===== src/rtl/riscv_pkg.sv =====
// Shared definitions for the RISC-V core front end: canonical NOP, default
// reset vector and the {pc, instr} entry handed from fetch to decode.
package riscv_pkg;

  // addi x0, x0, 0 -- presented to IF/ID whenever no real instruction is ready
  localparam logic [31:0] NOP_INSTR        = 32'h0000_0013;
  localparam logic [31:0] RESET_PC_DEFAULT = 32'h0000_0000;

  typedef struct packed {
    logic [31:0] pc;
    logic [31:0] instr;
  } fetch_entry_t;

  // Instruction addresses are always word aligned; the low two bits of any
  // computed target are ignored.
  function automatic logic [31:0] word_align(input logic [31:0] addr);
    return {addr[31:2], 2'b00};
  endfunction

endpackage


===== src/rtl/fetch_fifo.sv =====
// Small synchronous FIFO used by the fetch unit, once for the addresses of
// requests still in flight and once for returned {pc, instr} entries.
// Pop and push in the same cycle are allowed when full; flush empties it.
module fetch_fifo #(
  parameter  int  DEPTH = 2,
  parameter  type T     = logic [31:0],
  localparam int  AW    = (DEPTH > 1) ? $clog2(DEPTH) : 1,
  localparam int  CW    = $clog2(DEPTH + 1)
) (
  input  logic          clk,
  input  logic          reset,
  input  logic          push,
  input  T              wdata,
  input  logic          pop,
  input  logic          flush,
  output T              rdata,
  output logic          full,
  output logic          empty,
  output logic [CW-1:0] count
);

  T              mem [DEPTH];
  logic [AW-1:0] rd_ptr;
  logic [AW-1:0] wr_ptr;
  logic          do_push;
  logic          do_pop;

  assign empty   = (count == '0);
  assign full    = (count == CW'(DEPTH));
  assign do_pop  = pop && !empty;
  assign do_push = push && (!full || do_pop);
  assign rdata   = mem[rd_ptr];

  // Storage write port.
  // NOTE: the storage array has no reset; pointers and count alone decide
  // which words are valid, so leftover contents are never observable.
  always_ff @(posedge clk) begin
    if (do_push) mem[wr_ptr] <= wdata;
  end

  // Pointer and occupancy bookkeeping; flush behaves like a local reset.
  // NOTE: all sequential state uses non-blocking assignments so every
  // register samples the pre-edge values of its neighbours.
  always_ff @(posedge clk) begin
    if (reset || flush) begin
      rd_ptr <= '0;
      wr_ptr <= '0;
      count  <= '0;
    end else begin
      if (do_push) wr_ptr <= wr_ptr + AW'(1);
      if (do_pop)  rd_ptr <= rd_ptr + AW'(1);
      count <= count + CW'(do_push) - CW'(do_pop);
    end
  end

endmodule


===== src/rtl/fetch_unit.sv =====
// Instruction-fetch stage. Owns the PC, issues in-order requests to a
// variable-latency instruction memory, buffers returned words and presents
// the head entry to the IF/ID register. Redirects from EX flush the buffer
// and mark every request still in flight as stale so its response is dropped.
module fetch_unit
  import riscv_pkg::*;
#(
  parameter int          DEPTH    = 2,
  parameter logic [31:0] RESET_PC = RESET_PC_DEFAULT
) (
  input  logic        clk,
  input  logic        reset,
  input  logic        StallF,
  input  logic        PCSrcE,
  input  logic [31:0] PCTargetE,
  output logic        imem_req_valid,
  input  logic        imem_req_ready,
  output logic [31:0] imem_addr,
  input  logic        imem_rsp_valid,
  input  logic [31:0] imem_rsp_data,
  output logic [31:0] InstrF,
  output logic [31:0] PCF,
  output logic [31:0] PCPlus4F,
  output logic        ValidF
);

  localparam int CW = $clog2(DEPTH + 1);
  localparam int OW = CW + 1;

  // Architectural fetch state
  logic [31:0]   fetch_pc;
  logic          held;        // a request was offered last cycle and refused
  logic [31:0]   held_addr;
  logic          held_stale;  // the held request predates a redirect
  logic [CW-1:0] drop_cnt;    // responses still to be discarded

  // FIFO views
  logic [CW-1:0] outstanding; // accepted requests awaiting a response
  logic [31:0]   pfifo_head;
  logic          pfifo_full;
  logic          pfifo_empty;
  fetch_entry_t  ififo_head;
  fetch_entry_t  rsp_entry;
  logic [CW-1:0] ififo_count;
  logic          ififo_full;
  logic          ififo_empty;

  // Per-cycle control
  logic          pop;
  logic          accept;
  logic          rsp_live;
  logic          rsp_drop;
  logic          rsp_keep;
  logic          pending_next;
  logic [OW-1:0] occ_post;
  logic [CW-1:0] outstanding_next;

  // Head presentation: NOP and zero PCs whenever the buffer is empty.
  assign ValidF   = !ififo_empty;
  assign InstrF   = ValidF ? ififo_head.instr        : NOP_INSTR;
  assign PCF      = ValidF ? ififo_head.pc           : 32'h0;
  assign PCPlus4F = ValidF ? ififo_head.pc + 32'd4   : 32'h0;

  // IF/ID captures the head on the same edge that it is popped.
  assign pop = ValidF && !StallF;

  // Credit check counts in-flight plus buffered entries after this cycle's
  // pop, so a full buffer draining by one still lets a new request go out.
  assign occ_post = OW'(outstanding) + OW'(ififo_count) - OW'(pop);

  // A refused request keeps its address and valid until it is taken, even
  // if a redirect arrives meanwhile. Nothing here depends on imem_req_ready.
  assign imem_req_valid = !reset &&
                          (held || (occ_post < OW'(DEPTH) && !pfifo_full));
  assign imem_addr      = held ? held_addr : fetch_pc;
  assign accept         = imem_req_valid && imem_req_ready;
  assign pending_next   = imem_req_valid && !imem_req_ready;

  // Responses are matched to requests in order through the PC FIFO; a
  // response with nothing in flight is ignored.
  assign rsp_live = imem_rsp_valid && !pfifo_empty;
  assign rsp_drop = rsp_live && (drop_cnt != '0);
  assign rsp_keep = rsp_live && (drop_cnt == '0) && !PCSrcE &&
                    (!ififo_full || pop);

  assign outstanding_next = outstanding + CW'(accept) - CW'(rsp_live);

  assign rsp_entry = '{pc: pfifo_head, instr: imem_rsp_data};

  // Addresses of accepted requests, oldest first; its count is the
  // outstanding-request counter.
  fetch_fifo #(
    .DEPTH (DEPTH),
    .T     (logic [31:0])
  ) u_pc_fifo (
    .clk   (clk),
    .reset (reset),
    .push  (accept),
    .wdata (imem_addr),
    .pop   (rsp_live),
    .flush (1'b0),
    .rdata (pfifo_head),
    .full  (pfifo_full),
    .empty (pfifo_empty),
    .count (outstanding)
  );

  // Returned instructions waiting for IF/ID; a redirect discards them.
  fetch_fifo #(
    .DEPTH (DEPTH),
    .T     (fetch_entry_t)
  ) u_instr_fifo (
    .clk   (clk),
    .reset (reset),
    .push  (rsp_keep),
    .wdata (rsp_entry),
    .pop   (pop),
    .flush (PCSrcE),
    .rdata (ififo_head),
    .full  (ififo_full),
    .empty (ififo_empty),
    .count (ififo_count)
  );

  // PC sequencing, held-request tracking and stale-response accounting.
  always_ff @(posedge clk) begin
    if (reset) begin
      fetch_pc   <= RESET_PC;
      held       <= 1'b0;
      held_addr  <= RESET_PC;
      held_stale <= 1'b0;
      drop_cnt   <= '0;
    end else begin
      held <= pending_next;
      if (pending_next) held_addr <= imem_addr;

      if (PCSrcE) begin
        // Everything still in flight after this edge, plus a refused
        // request that will eventually be taken, belongs to the old path.
        fetch_pc   <= word_align(PCTargetE);
        drop_cnt   <= outstanding_next + CW'(pending_next);
        held_stale <= pending_next;
      end else begin
        // A stale held request was issued for the old path; accepting it
        // must not advance the PC that already points at the new target.
        if (accept && !held_stale) fetch_pc <= imem_addr + 32'd4;
        if (accept)                held_stale <= 1'b0;
        if (rsp_drop)              drop_cnt <= drop_cnt - CW'(1);
      end
    end
  end

endmodule


===== config.mk =====
export PLATFORM = sky130hd
export DESIGN_NAME = fetch_unit
export DESIGN_NICKNAME = d
export VERILOG_FILES = /design/src/rtl/riscv_pkg.sv /design/src/rtl/fetch_fifo.sv /design/src/rtl/fetch_unit.sv
export SDC_FILE = /design/constraint.sdc
export NUM_CORES = 1
export LEC_CHECK = 0
export CORE_MARGIN = 4
export CORE_UTILIZATION = 62
export DETAILED_ROUTE_END_ITERATION = 7
export DONT_BUFFER_PORTS = 1
export PLACE_DENSITY_LB_ADDON = 0.12
export SLEW_MARGIN = 10
export SYNTH_ARGS = -nofsm -noshare
export SYNTH_HDL_FRONTEND = slang
export SYNTH_HIERARCHICAL = 1
export SYNTH_SLANG_ARGS = --single-unit

===== constraint.sdc =====
create_clock -name clk -period 7.9 [get_ports clk]
set_clock_uncertainty 0.15 [all_clocks]
set_input_delay 0.79 -clock clk [delete_from_list [all_inputs] [get_ports clk]]
set_output_delay 0.79 -clock clk [all_outputs]
set_load 0.005 [all_outputs]

### Yosys cells after proc, flatten, opt, wreduce, memory -nomap -nowiden

Memories as Yosys holds them, arrays and structs flattened. A register that Yosys moved wholly into a read port is not among the register bits.
Cells that the tools add are included.

| cells by class | value |
|---|---|
| add/sub/neg operators | 16 |
| eq/ne operators | 2 |
| mux-type cells | 18 |
| $lt $le $gt $ge | 1 |
| reductions and logical operators | 37 |

Operator list:

| cell | number |
|---|---|
| two-way mux 32 bit | 6 |
| adder 32 x 3 -> 32 bit, second input constant | 2 |
| logical AND 1 bit | 15 |
| two-way mux 1 bit | 10 |
| logical NOT 1 bit | 9 |
| adder 2 x 1 -> 2 bit | 4 |
| nonzero test 2 bit | 4 |
| logical NOT 2 bit | 3 |
| subtractor 2 x 1 -> 2 bit | 3 |
| logical OR 1 bit | 5 |
| adder 1 bit, second input constant | 4 |
| equality test 2 bit, second input constant | 2 |
| two-way mux 2 bit | 2 |
| adder 2 x 2 -> 3 bit | 1 |
| less-than comparator 3 x 2 -> 1 bit, second input constant | 1 |
| subtractor 3 x 1 -> 3 bit | 1 |
| OR reduction 2 bit | 1 |
| subtractor 2 x 1 -> 2 bit, second input constant | 1 |

| word-level totals | value |
|---|---|
| register bits | 76 |
| output and inout port bits | 130 |
| bits in writable memories | 192 |
| memories | 2 |
| bits of input ports | 70 |
| logic and storage cells | 88 |

Memory list:

| memory | words | bits a word | rd ports | clocked after Yosys merged registers in | wr ports | line | text |
|---|---|---|---|---|---|---|---|
| u_instr_fifo.mem | 2 | 64 | 1 | 1 | 1 | fetch_fifo.sv:22 | `T mem [DEPTH];` |
| u_pc_fifo.mem | 2 | 32 | 1 | 1 | 1 | fetch_fifo.sv:22 |  |

### Longest topological paths before layout

Gate-level depths: netlist of run 1.

| logic depth | value |
|---|---|
| depth in word-level cells | 13 |
| gate-level depth with buffers | 19 |
| gate-level depth less buffers | 17 |

### Modules after synthesis

Netlist of run 1, hierarchy kept.

Modules (own cells, without submodules):

| module | times used | cells each | area each (um^2) | seq. area each (um^2) |
|---|---|---|---|---|
| fetch_unit | 1 | 669 | 5116.2 | 1361.3 |
| fetch_fifo at u_instr_fifo | 1 | 232 | 4858.4 | 3943.8 |
| fetch_fifo at u_pc_fifo | 1 | 133 | 2560.0 | 2021.9 |

### Worst setup path before layout of run 1

Ideal clock, no wire load.

| timing path | value |
|---|---|
| path kind | register to register |
| start point | register u_instr_fifo.count[1] |
| end point | memory u_pc_fifo/mem[0][0] in the netlist's numbering (enable) |
| path slack | 2.876 ns |
| clock period less this slack | 5.024 ns |
| required time | 7.329 ns |
| data arrival time | 4.453 ns |
| path buffers | 2 |
| stages on the path, launching flop included | 15 |
| library setup time | 0.421 ns |
| cell sequence | dfxtp_1 -> nor2_1 -> clkbuf_1 -> buf_1 -> nor2_1 -> ha_1 -> nand2b_1 -> fa_1 -> xor2_1 -> a31oi_2 -> nor2_1 -> nand2_1 -> inv_1 -> o21ai_2 -> nor2_1 |

| on the way | value |
|---|---|
| longest elaborated chain between the ends | 12 |
| elaborated cells on any way between the ends | 13 |
| classes of those cells | add/sub: 2; order compare: 1; mux: 2; reduce/logical: 8 |

Ends and longest elaborated chain:

| what | line | text |
|---|---|---|
| start, declared | fetch_fifo.sv:19 | `output logic [CW-1:0] count` |
| start signal, assigned | fetch_fifo.sv:52 | `count <= count + CW'(do_push) - CW'(do_pop);` |
| logical NOT 2 bit | fetch_fifo.sv:28 | `assign empty = (count == '0);` |
| net ififo_empty | fetch_unit.sv:46 | `logic ififo_empty;` |
| logical NOT 1 bit | fetch_unit.sv:59 | `assign ValidF = !ififo_empty;` |
| logical AND 1 bit | fetch_unit.sv:65 | `assign pop = ValidF && !StallF;` |
| net pop | fetch_unit.sv:49 | `logic pop;` |
| subtractor 3 x 1 -> 3 bit | fetch_unit.sv:69 | `assign occ_post = OW'(outstanding) + OW'(ififo_count) - OW'(pop);` |
| less-than comparator 3 x 2 -> 1 bit | fetch_unit.sv:74 | `(held \|\| (occ_post < OW'(DEPTH) && !pfifo_full));` |
| logical AND 1 bit | fetch_unit.sv:74 |  |
| logical OR 1 bit | fetch_unit.sv:74 |  |
| logical AND 1 bit | fetch_unit.sv:73 | `assign imem_req_valid = !reset &&` |
| net imem_req_valid | fetch_unit.sv:16 | `output logic imem_req_valid,` |
| logical AND 1 bit | fetch_unit.sv:76 | `assign accept = imem_req_valid && imem_req_ready;` |
| net accept | fetch_unit.sv:50 | `logic accept;` |
| logical AND 1 bit | fetch_fifo.sv:31 | `assign do_push = push && (!full \|\| do_pop);` |
| two-way mux 1 bit | fetch_fifo.sv:38 | `if (do_push) mem[wr_ptr] <= wdata;` |
| two-way mux 1 bit (not written as such) | fetch_fifo.sv:38 |  |
| end, declared | fetch_fifo.sv:22 |  |

The timed path passes the listed nets, and every way through them passes these cells.

==> results of run 1 <==
-- worst max-delay path, stage by stage, from the launching register on --
cell and delay [ps]:
dfxtp_2 830, buf_4 540, mux2_2 300, nand4_1 270, or3_1 560, nor3_1 350
nand2_1 110, mux2_2 310
-- layout make-up --
type | instances | area share
Inverter | 34 | 0.00936
Clock inverter | 18 | 0.0127
Timing Repair Buffer | 10 | 0.00550
Clock buffer | 33 | 0.0550
Multi-Input combinational cell | 675 | 0.356
Tap cell | 265 | 0.0243
Sequential cell | 270 | 0.537
-- sequential cells by signal, indices dropped and copies added (netlist names), named ones only --
name	count
drop_cnt	2
fetch_pc	32
held	1
held_addr	32
held_stale	1
u_instr_fifo/count	2
u_instr_fifo/mem	128
u_instr_fifo/rd_ptr	1
u_instr_fifo/wr_ptr	1
u_pc_fifo/count	2
u_pc_fifo/mem	64
u_pc_fifo/rd_ptr	1
u_pc_fifo/wr_ptr	1
-- layer usage --
layer | part of all wire | track usage | vias up
met5 | 0 | 0 | -
met4 | 0.022 | 0.0590 | 0
met3 | 0.10 | 0.0719 | 41
met2 | 0.45 | 0.371 | 291
met1 | 0.43 | 0.321 | 3729
li1 | - | - | 3766
-- stage by stage --
stage / hold slack, ps / cell area [um^2] / cells / power [uW]
2_1_floorplan: 281 / 12500 / 1034 / 1700
3_3_place_gp: 287 / 12700 / 1254 / 1720
3_5_place_dp: 296 / 12700 / 1254 / 1730
4_1_cts: 159 / 13600 / 1305 / 3020
5_1_grt: 174 / 13600 / 1305 / 3100
6_report: 205 / 13600 / 1305 / 3000
-- cells in the mapped netlist, types with 3 or more instances --
| cell type | n | area [um^2] |
|---|---|---|
| edfxtp_1 | 192 | 5770 |
| mux2_2 | 120 | 1350 |
| nor2_1 | 90 | 338 |
| dfxtp_1 | 78 | 1560 |
| nand2_1 | 62 | 233 |
| nor2b_1 | 59 | 369 |
| nand3_1 | 48 | 240 |
| inv_1 | 32 | 120 |
| clkbuf_1 | 27 | 101 |
| xor2_1 | 25 | 219 |
| xnor2_1 | 24 | 210 |
| a22oi_1 | 21 | 158 |
| nand4_1 | 20 | 125 |
| nor3_1 | 19 | 95.1 |
| o21ai_0 | 17 | 85.1 |
| a21oi_1 | 15 | 75.1 |
| mux2i_1 | 15 | 150 |
| a211oi_1 | 14 | 105 |
| buf_2 | 14 | 70.1 |
| nor4_1 | 13 | 81.3 |
| o22ai_1 | 11 | 68.8 |
| buf_1 | 9 | 33.8 |
| ha_1 | 8 | 100 |
| o211ai_1 | 8 | 60.1 |
| nand2b_1 | 6 | 37.5 |
| or2_2 | 6 | 37.5 |
| or3_1 | 6 | 37.5 |
| nand4b_1 | 5 | 43.8 |
| or4_1 | 5 | 37.5 |
| and4_1 | 4 | 35.0 |
| o21ai_2 | 4 | 35.0 |
| o311ai_0 | 4 | 35.0 |
| and2_1 | 3 | 18.8 |
| and3_1 | 3 | 18.8 |
| buf_6 | 3 | 33.8 |
| nand3b_1 | 3 | 22.5 |
| o31a_1 | 3 | 26.3 |
| o32ai_1 | 3 | 26.3 |
-- cells by family after synthesis --
logic type,share of synthesized area
multiplexers,0.122
adder cells (fa/ha/maj),0.0112
AO/OA/AOI/OAI,0.0688
other,0.000299
XOR/XNOR,0.0342
buffers and inverters,0.0304
flip-flops,0.585
AND/OR/NAND/NOR,0.149
-- power by group --
| group | leakage [uW] | total (uW) | internal [uW] | switching [uW] |
|---|---|---|---|---|
| combinational | 0.00175 | 130 | 47.2 | 82.4 |
| clock | 0.000451 | 1300 | 776 | 524 |
| sequential | 0.00241 | 1570 | 1550 | 19.6 |
| total | 0.00461 | 3000 | 2370 | 626 |
-- worst max-delay path by stage --
stage	start	endpoint	slack, ps	cells after the start
CTS	flop	PCPlus4F[31]	3090	7
floorplan	u_instr_fifo/count[1]	u_pc_fifo/mem[0][0]	2880	14
global route	flop	PCPlus4F[31]	2890	7
detailed placement	StallF	drop_cnt[1]	3090	14
finish	flop	PCPlus4F[27]	3140	7
global placement	StallF	drop_cnt[1]	3170	14
==> results.yml, run 1 <==
status:
  status: "complete, no violations"
finish:
  mostFrequentLayoutCells: "edfxtp_1, mux2_2, nor2_1"
  n_antenna_cell: 0
  area_growth_pct: 8.83
  layout_commonest_cell: "edfxtp_1"
  drive_gt1_frac: 0.196
  final_util: 0.694
  num-fill-cells: 1408
  seqCellArea_mm2: 0.00733
  final_nets: 1099
  multiInputGateArea_mm2: 0.00485
critical_path:
  start_kind: "flop"
  regToRegSetupSlack_ps: 3280
  cp_data_required_time_ps: 6960
  worstSetupPathType: "flop to output pin"
  reg2reg_depth: 15
  worstPathMaxFanout: 33
  r2r-end: "drop_cnt[1]"
  arrival_ps: 3820
  end_kind: "output pin"
  reg2reg_from: "u_instr_fifo/count[1]"
clock_tree:
  numCtsBuffers: 28
  cts.sinks: 270
  path_clk_slew_ps: 60
  cts_tree: "yes"
  clk_latency_ps: 530
  ctsHoldBuffers: 0
  post-cts-setup-buffers: 0
  cts_resized: 0
  htreeDepth: 1
  ctsLongestPathBuffers: 3
  cts_root_buffer: "clkbuf_16"
sta:
  setup_ws_ps: 3140
  report.final.slew_viol_count: 0
  rsz0062_at_grt: "no"
  worst_pin_slew_ps: 1140
  setup_violations: 0
  min_period_ps: 4760
  slew_headroom: 0.234
  fmax_ghz: 0.210
  hold_violations: 0
  fin_setup_tns_ps: 0
  fin_crit_sh: 0.602
pwr:
  power.density_mw_per_mm2: 220
  power_leakage_uw: 0.00461
  vdd_ir_drop_max_mv: 0.187
synth:
  syn-mean-instance-area_um2: 12.1
  synth_edf_count: 192
  synth_nets: 1114
  ys_seq_area_frac: 0.585
  async_flop_share: 0
  ys.flop_type: "edfxtp_1"
  ys_warn_count: 6
  postSynthCellCount: 1034
  ys_types: 66
  synthesis.area_mm2: 0.0125
  synth_seq_cells: 270
worst_hold_path:
  whs_path_depth: 1
  hp-class: "input port to flop"
  holdCritStartpoint: "reset"
  min_to: "drop_cnt[0]"
global_routing:
  grt_antenna_before_repair: 0
  grt_pass1_vias: 7674
  grt_overflow: 0
  grt_max_degree: 97
  grt_pass1_wl_um: 42300
  grt_use_total: 0.235
routing:
  ant_nets: 0
  vias: 7827
  first_iter_violations: 499
  first_pass_iters: 5
  drc_errors: 0
  routed_wirelength_um: 26800
  vias_per_cell: 6.00
  routedWlPerCell_um: 20.5
die:
  io_pins: 200
  fp.coreArea_mm2: 0.0197
  die_x_um: 150
  fp-row-count: 51
  die_area_mm2: 0.0226
  initial_utilization: 0.638
  die_y_um: 150
place:
  gp_congestion: 0.857
  numPortBuffers: 0
  dp_slack_ps: 3090
  dp_hpwl_um: 17800
run:
  timing.max_cap.violations: 0
Power figures use the tool's default switching activity.
==> run 2, diff against run 1 <==
==> constraint.sdc (replaced) <==
create_clock -name clk -period 4.6 [get_ports clk]
set_clock_uncertainty 0.15 [all_clocks]
set_input_delay 0.46 -clock clk [delete_from_list [all_inputs] [get_ports clk]]
set_output_delay 0.46 -clock clk [all_outputs]
set_load 0.005 [all_outputs]
==> results.yml, run 2 (same netlist as run 1, synthesis figures left out) <==
finish:
  drive_gt1_frac: 0.195
  n_antenna_cell: 0
  final_nets: 1163
  mostFrequentLayoutCells: "edfxtp_1, mux2_2, nor2_1"
  reg.largest.list: "u_instr_fifo/mem (128), u_pc_fifo/mem (64)"
  stdcell_count: 1370
  final_util: 0.729
  largest_reg_flops: 128
  layout_commonest_cell: "edfxtp_1"
  top_register: "u_instr_fifo/mem"
  area_growth_pct: 14.2
routing:
  drc_errors: 0
  first_iter_violations: 478
  first_pass_iters: 5
  vias_per_cell: 5.94
  vias: 8144
  routed_wirelength_um: 27300
  ant_nets: 0
  routedWlPerCell_um: 20.0
sta:
  fmax_ghz: 0.232
  report.final.slew_viol_count: 0
  fin_setup_tns_ps: 0
  hold_violations: 0
  min_period_ps: 4310
  slew_headroom: 0.373
  fin_crit_sh: 0.937
  worst_pin_slew_ps: 940
  setup_violations: 0
  rsz0062_at_grt: "no"
place:
  dp_hpwl_um: 17700
  numPortBuffers: 0
  dp.cells: 1261
  gp_congestion: 0.884
global_routing:
  top_usage_layer: "met2"
  grt_pass1_wl_um: 42500
  met1_usage: 0.337
  grt_pass1_vias: 7810
  grt_overflow: 0
  met3_usage: 0.0584
  grtUsageMet2: 0.361
  grt_use_total: 0.236
  grt_max_degree: 97
  grt_antenna_before_repair: 0
pwr:
  vdd_ir_drop_max_mv: 0.356
  power_leakage_uw: 0.00492
  power_uw: 5280
  power.density_mw_per_mm2: 369
clock_tree:
  cts_root_buffer: "clkbuf_16"
  path_clk_slew_ps: 70
  cts_tree: "yes"
  clk_latency_ps: 540
  cts.sinks: 270
  htreeDepth: 1
  ctsLongestPathBuffers: 3
  numCtsBuffers: 28
  post-cts-setup-buffers: 0
die:
  initial_utilization: 0.638
  die_y_um: 150
  fp.coreArea_mm2: 0.0197
  die_x_um: 150
  fp-row-count: 51
  die_area_mm2: 0.0226
  io_pins: 200
critical_path:
  cp_data_required_time_ps: 4880
  cpMostUsedCell: "nor2_1"
  worstPathMaxFanout: 10
  arrival_ps: 4590
  critical-path-top-delay-family: "adder cells"
  cp_slowest_cell: "dlygate4sd3_1"
  end_kind: "flop"
  worstPathCellList: "nor2_4 > nor2_1 > buf_4 > ha_1 > nand2b_1 > fa_1 > xor2_1 > a31oi_2 > nor2_1 > nand2_1 > ha_1 > inv_1 > fa_1 > xnor2_1 > xnor2_1 > a21oi_1 > nor2_1 > dlygate4sd3_1"
  start_kind: "flop"
  path_buf_inv: 3
  cp_slowest_stage_delay_ps: 550
  worstSetupPathType: "flop to flop"
run:
  timing.max_cap.violations: 0
worst_hold_path:
  hp-class: "input port to flop"
status:
  status: "complete, no violations"
run 2: metrics by stage:
step | hold slack [ps] | worst slack, ps | instance area, um^2
final | 11.4 | 288 | 14300
after global routing | 14.1 | 6.63 | 14300
after CTS | 0.477 | 201 | 14300
after detailed placement | 296 | 643 | 12800
after global placement | 289 | 713 | 12800
after floorplan | 281 | -424 | 12500
run 2: layout make-up:
class,instances,area [um^2]
clock inverter,12,130
sequential,270,7330
multi-input combinational,675,4850
timing repair buffer,74,708
tap,265,332
clock buffer,40,838
inverter,34,128
fill,1339,5330
run 2: power by group:
group	leakage, uW	internal (uW)	total [uW]	switching, uW
sequential	0.00241	2660	2690	35.5
combinational	0.00203	118	283	165
clock	0.000480	1390	2300	918
total	0.00492	4160	5280	1120
run 2: layer usage:
layer,share of wire,routed length [um]
met2,0.44,12000
met5,0,0
met1,0.45,12200
met3,0.088,2410
met4,0.026,698
run 2: final timing paths:
| path | startpoint | end | slack (ps) | depth (start not counted) |
|---|---|---|---|---|
| worst max-delay path | u_instr_fifo/count[0] | drop_cnt[1] | 290 | 18 |
| worst min-delay path | PCSrcE | fetch_pc[26] | 10 | 2 |
| worst max register to register | u_instr_fifo/count[0] | drop_cnt[1] | 290 | 18 |
| worst min register to register | held_addr[1] | held_addr[1] | 310 | 2 |
run 2: timing repair:
| action | 4_1_cts | 5_1_grt |
|---|---|---|
| setup endpoints to repair | 0 | 1 |
| endpoints found under the hold margin | 115 | 0 |
| hold buffers | 57 | 0 |
| gates resized for setup | 0 | 1 |
==> run 3, diff against run 2 <==
--- a/config.mk
+++ b/config.mk
@@ -10,6 +10,7 @@
 export DETAILED_ROUTE_END_ITERATION = 7
 export DONT_BUFFER_PORTS = 1
 export PLACE_DENSITY_LB_ADDON = 0.12
+export SETUP_SLACK_MARGIN = 0.15
 export SLEW_MARGIN = 10
 export SYNTH_ARGS = -nofsm -noshare
 export SYNTH_HDL_FRONTEND = slang
==> results.yml, run 3 (same netlist as run 1, synthesis figures left out) <==
sta:
  holdWs_ps: 26.3
  fin_crit_sh: 0.918
  slew_headroom: 0.393
  report.final.slew_viol_count: 0
  rsz0062_at_grt: "no"
  setup_violations: 0
  fmax_ghz: 0.237
  hold_violations: 0
  min_period_ps: 4220
  worst_pin_slew_ps: 911
critical_path:
  arrival_ps: 4530
  start_kind: "flop"
  worstSetupPathType: "flop to flop"
  worstPathMaxFanout: 10
  cp_data_required_time_ps: 4910
  reg2reg_depth: 15
  end_kind: "flop"
clock_tree:
  ctsLongestPathBuffers: 3
  htreeDepth: 1
  cts.sinks: 270
  numCtsBuffers: 28
  clk_latency_ps: 520
  path_clk_slew_ps: 60
  cts_tree: "yes"
  cts_root_buffer: "clkbuf_16"
finish:
  largest_reg_flops: 128
  area_growth_pct: 13.2
  n_antenna_cell: 0
  drive_gt1_frac: 0.193
  top_register: "u_instr_fifo/mem"
  stdcell_count: 1361
  mostFrequentLayoutCells: "edfxtp_1, mux2_2, nor2_1"
  reg.largest.list: "u_instr_fifo/mem (128), u_pc_fifo/mem (64)"
  layout_commonest_cell: "edfxtp_1"
  num-fill-cells: 1332
  final_nets: 1154
place:
  numPortBuffers: 0
  gp_congestion: 0.881
  dp.cells: 1260
  dp_hpwl_um: 17700
global_routing:
  grt_pass1_vias: 8020
  grt_overflow: 0
  grt_use_total: 0.241
  grt_antenna_before_repair: 0
  grt_pass1_wl_um: 43800
  grt_max_degree: 97
routing:
  vias_per_cell: 5.94
  routed_wirelength_um: 27400
  vias: 8090
  routedWlPerCell_um: 20.2
  first_iter_violations: 495
  ant_nets: 0
  first_pass_iters: 5
  drc_errors: 0
die:
  io_pins: 200
  fp.coreArea_mm2: 0.0197
  die_y_um: 150
  die_area_mm2: 0.0226
  fp-row-count: 51
  die_x_um: 150
  initial_utilization: 0.638
pwr:
  power.density_mw_per_mm2: 364
  power_leakage_uw: 0.00485
  vdd_ir_drop_max_mv: 0.309
  power_uw: 5160
run:
  timing.max_cap.violations: 0
worst_hold_path:
  whs_path_depth: 2
  hp-class: "input port to flop"
status:
  status: "complete, no violations"
-- run 3: changes by cell type in the layout (fill, tap and decap cells not counted), moves of 2 or more --
| cell | before | now |
|---|---|---|
| dlygate4sd3_1 | 56 | 48 |
| clkbuf_1 | 5 | 7 |
| clkbuf_8 | 5 | 3 |
| clkinv_1 | 1 | 3 |
| nor2_4 | 3 | 5 |
-- run 3: metal layers --
layer / part of all wire / vias to the layer above / global-route usage
li1: - / 3882 / -
met3: 0.096 / 40 / 0.0635
met2: 0.45 / 320 / 0.380
met5: 0 / - / 0
met4: 0.019 / 0 / 0.0581
met1: 0.43 / 3848 / 0.339
-- run 3: final timing paths --
path                                      end                   from  slack, ps
worst max-delay path              drop_cnt[0]  u_instr_fifo/count[1]        380
worst min-delay path             fetch_pc[20]          PCTargetE[20]         30
worst max register to register    drop_cnt[0]  u_instr_fifo/count[1]        380
worst min register to register  held_addr[29]          held_addr[29]        310
-- run 3: worst max-delay path, stage by stage, from the launching register on --
cell	delay (ps)
dfxtp_1	520
nor2_4	80
nor2_2	220
ha_1	280
nand2b_1	150
fa_1	390
xor2_1	300
a31oi_4	190
nor2_1	240
nand2_1	110
ha_1	280
inv_1	40
fa_1	500
nand2_1	60
a21oi_1	110
dlygate4sd3_1	550
-- run 3: through the flow --
stage | area (um^2) | setup WS [ps] | utilization | TNS (ps)
after CTS | 14200 | 248 | 0.722 | 0
after global placement | 12800 | 547 | 0.650 | 0
after floorplan | 12500 | -94.9 | - | -12150
after global routing | 14200 | 201 | 0.722 | 0
after detailed placement | 12800 | 488 | 0.650 | 0
final | 14200 | 378 | 0.722 | 0
-- run 3: repair_timing --
| action | in CTS | in global routing |
|---|---|---|
| endpoints found under the setup margin | 0 | 2 |
| buffers inserted | 0 | 0 |
| hold endpoints to repair | 115 | 0 |
| hold buffers | 49 | 0 |
| resized for setup | 0 | 2 |
-- run 3: cell type report --
class	instances	area, um^2	share of cell area
clock buffers	39	793	0.0559
multi-input cells	675	4870	0.343
clock inverters	13	118	0.00829
flip-flops and latches	270	7330	0.516
inverters	34	128	0.00899
repair buffers	65	621	0.0437
well taps	265	332	0.0234
-- run 3: power breakdown --
| group | internal (uW) | leakage [uW] | switching (uW) |
|---|---|---|---|
| Combinational | 113 | 0.00199 | 163 |
| Sequential | 2660 | 0.00241 | 38.7 |
| Clock | 1310 | 0.000446 | 877 |
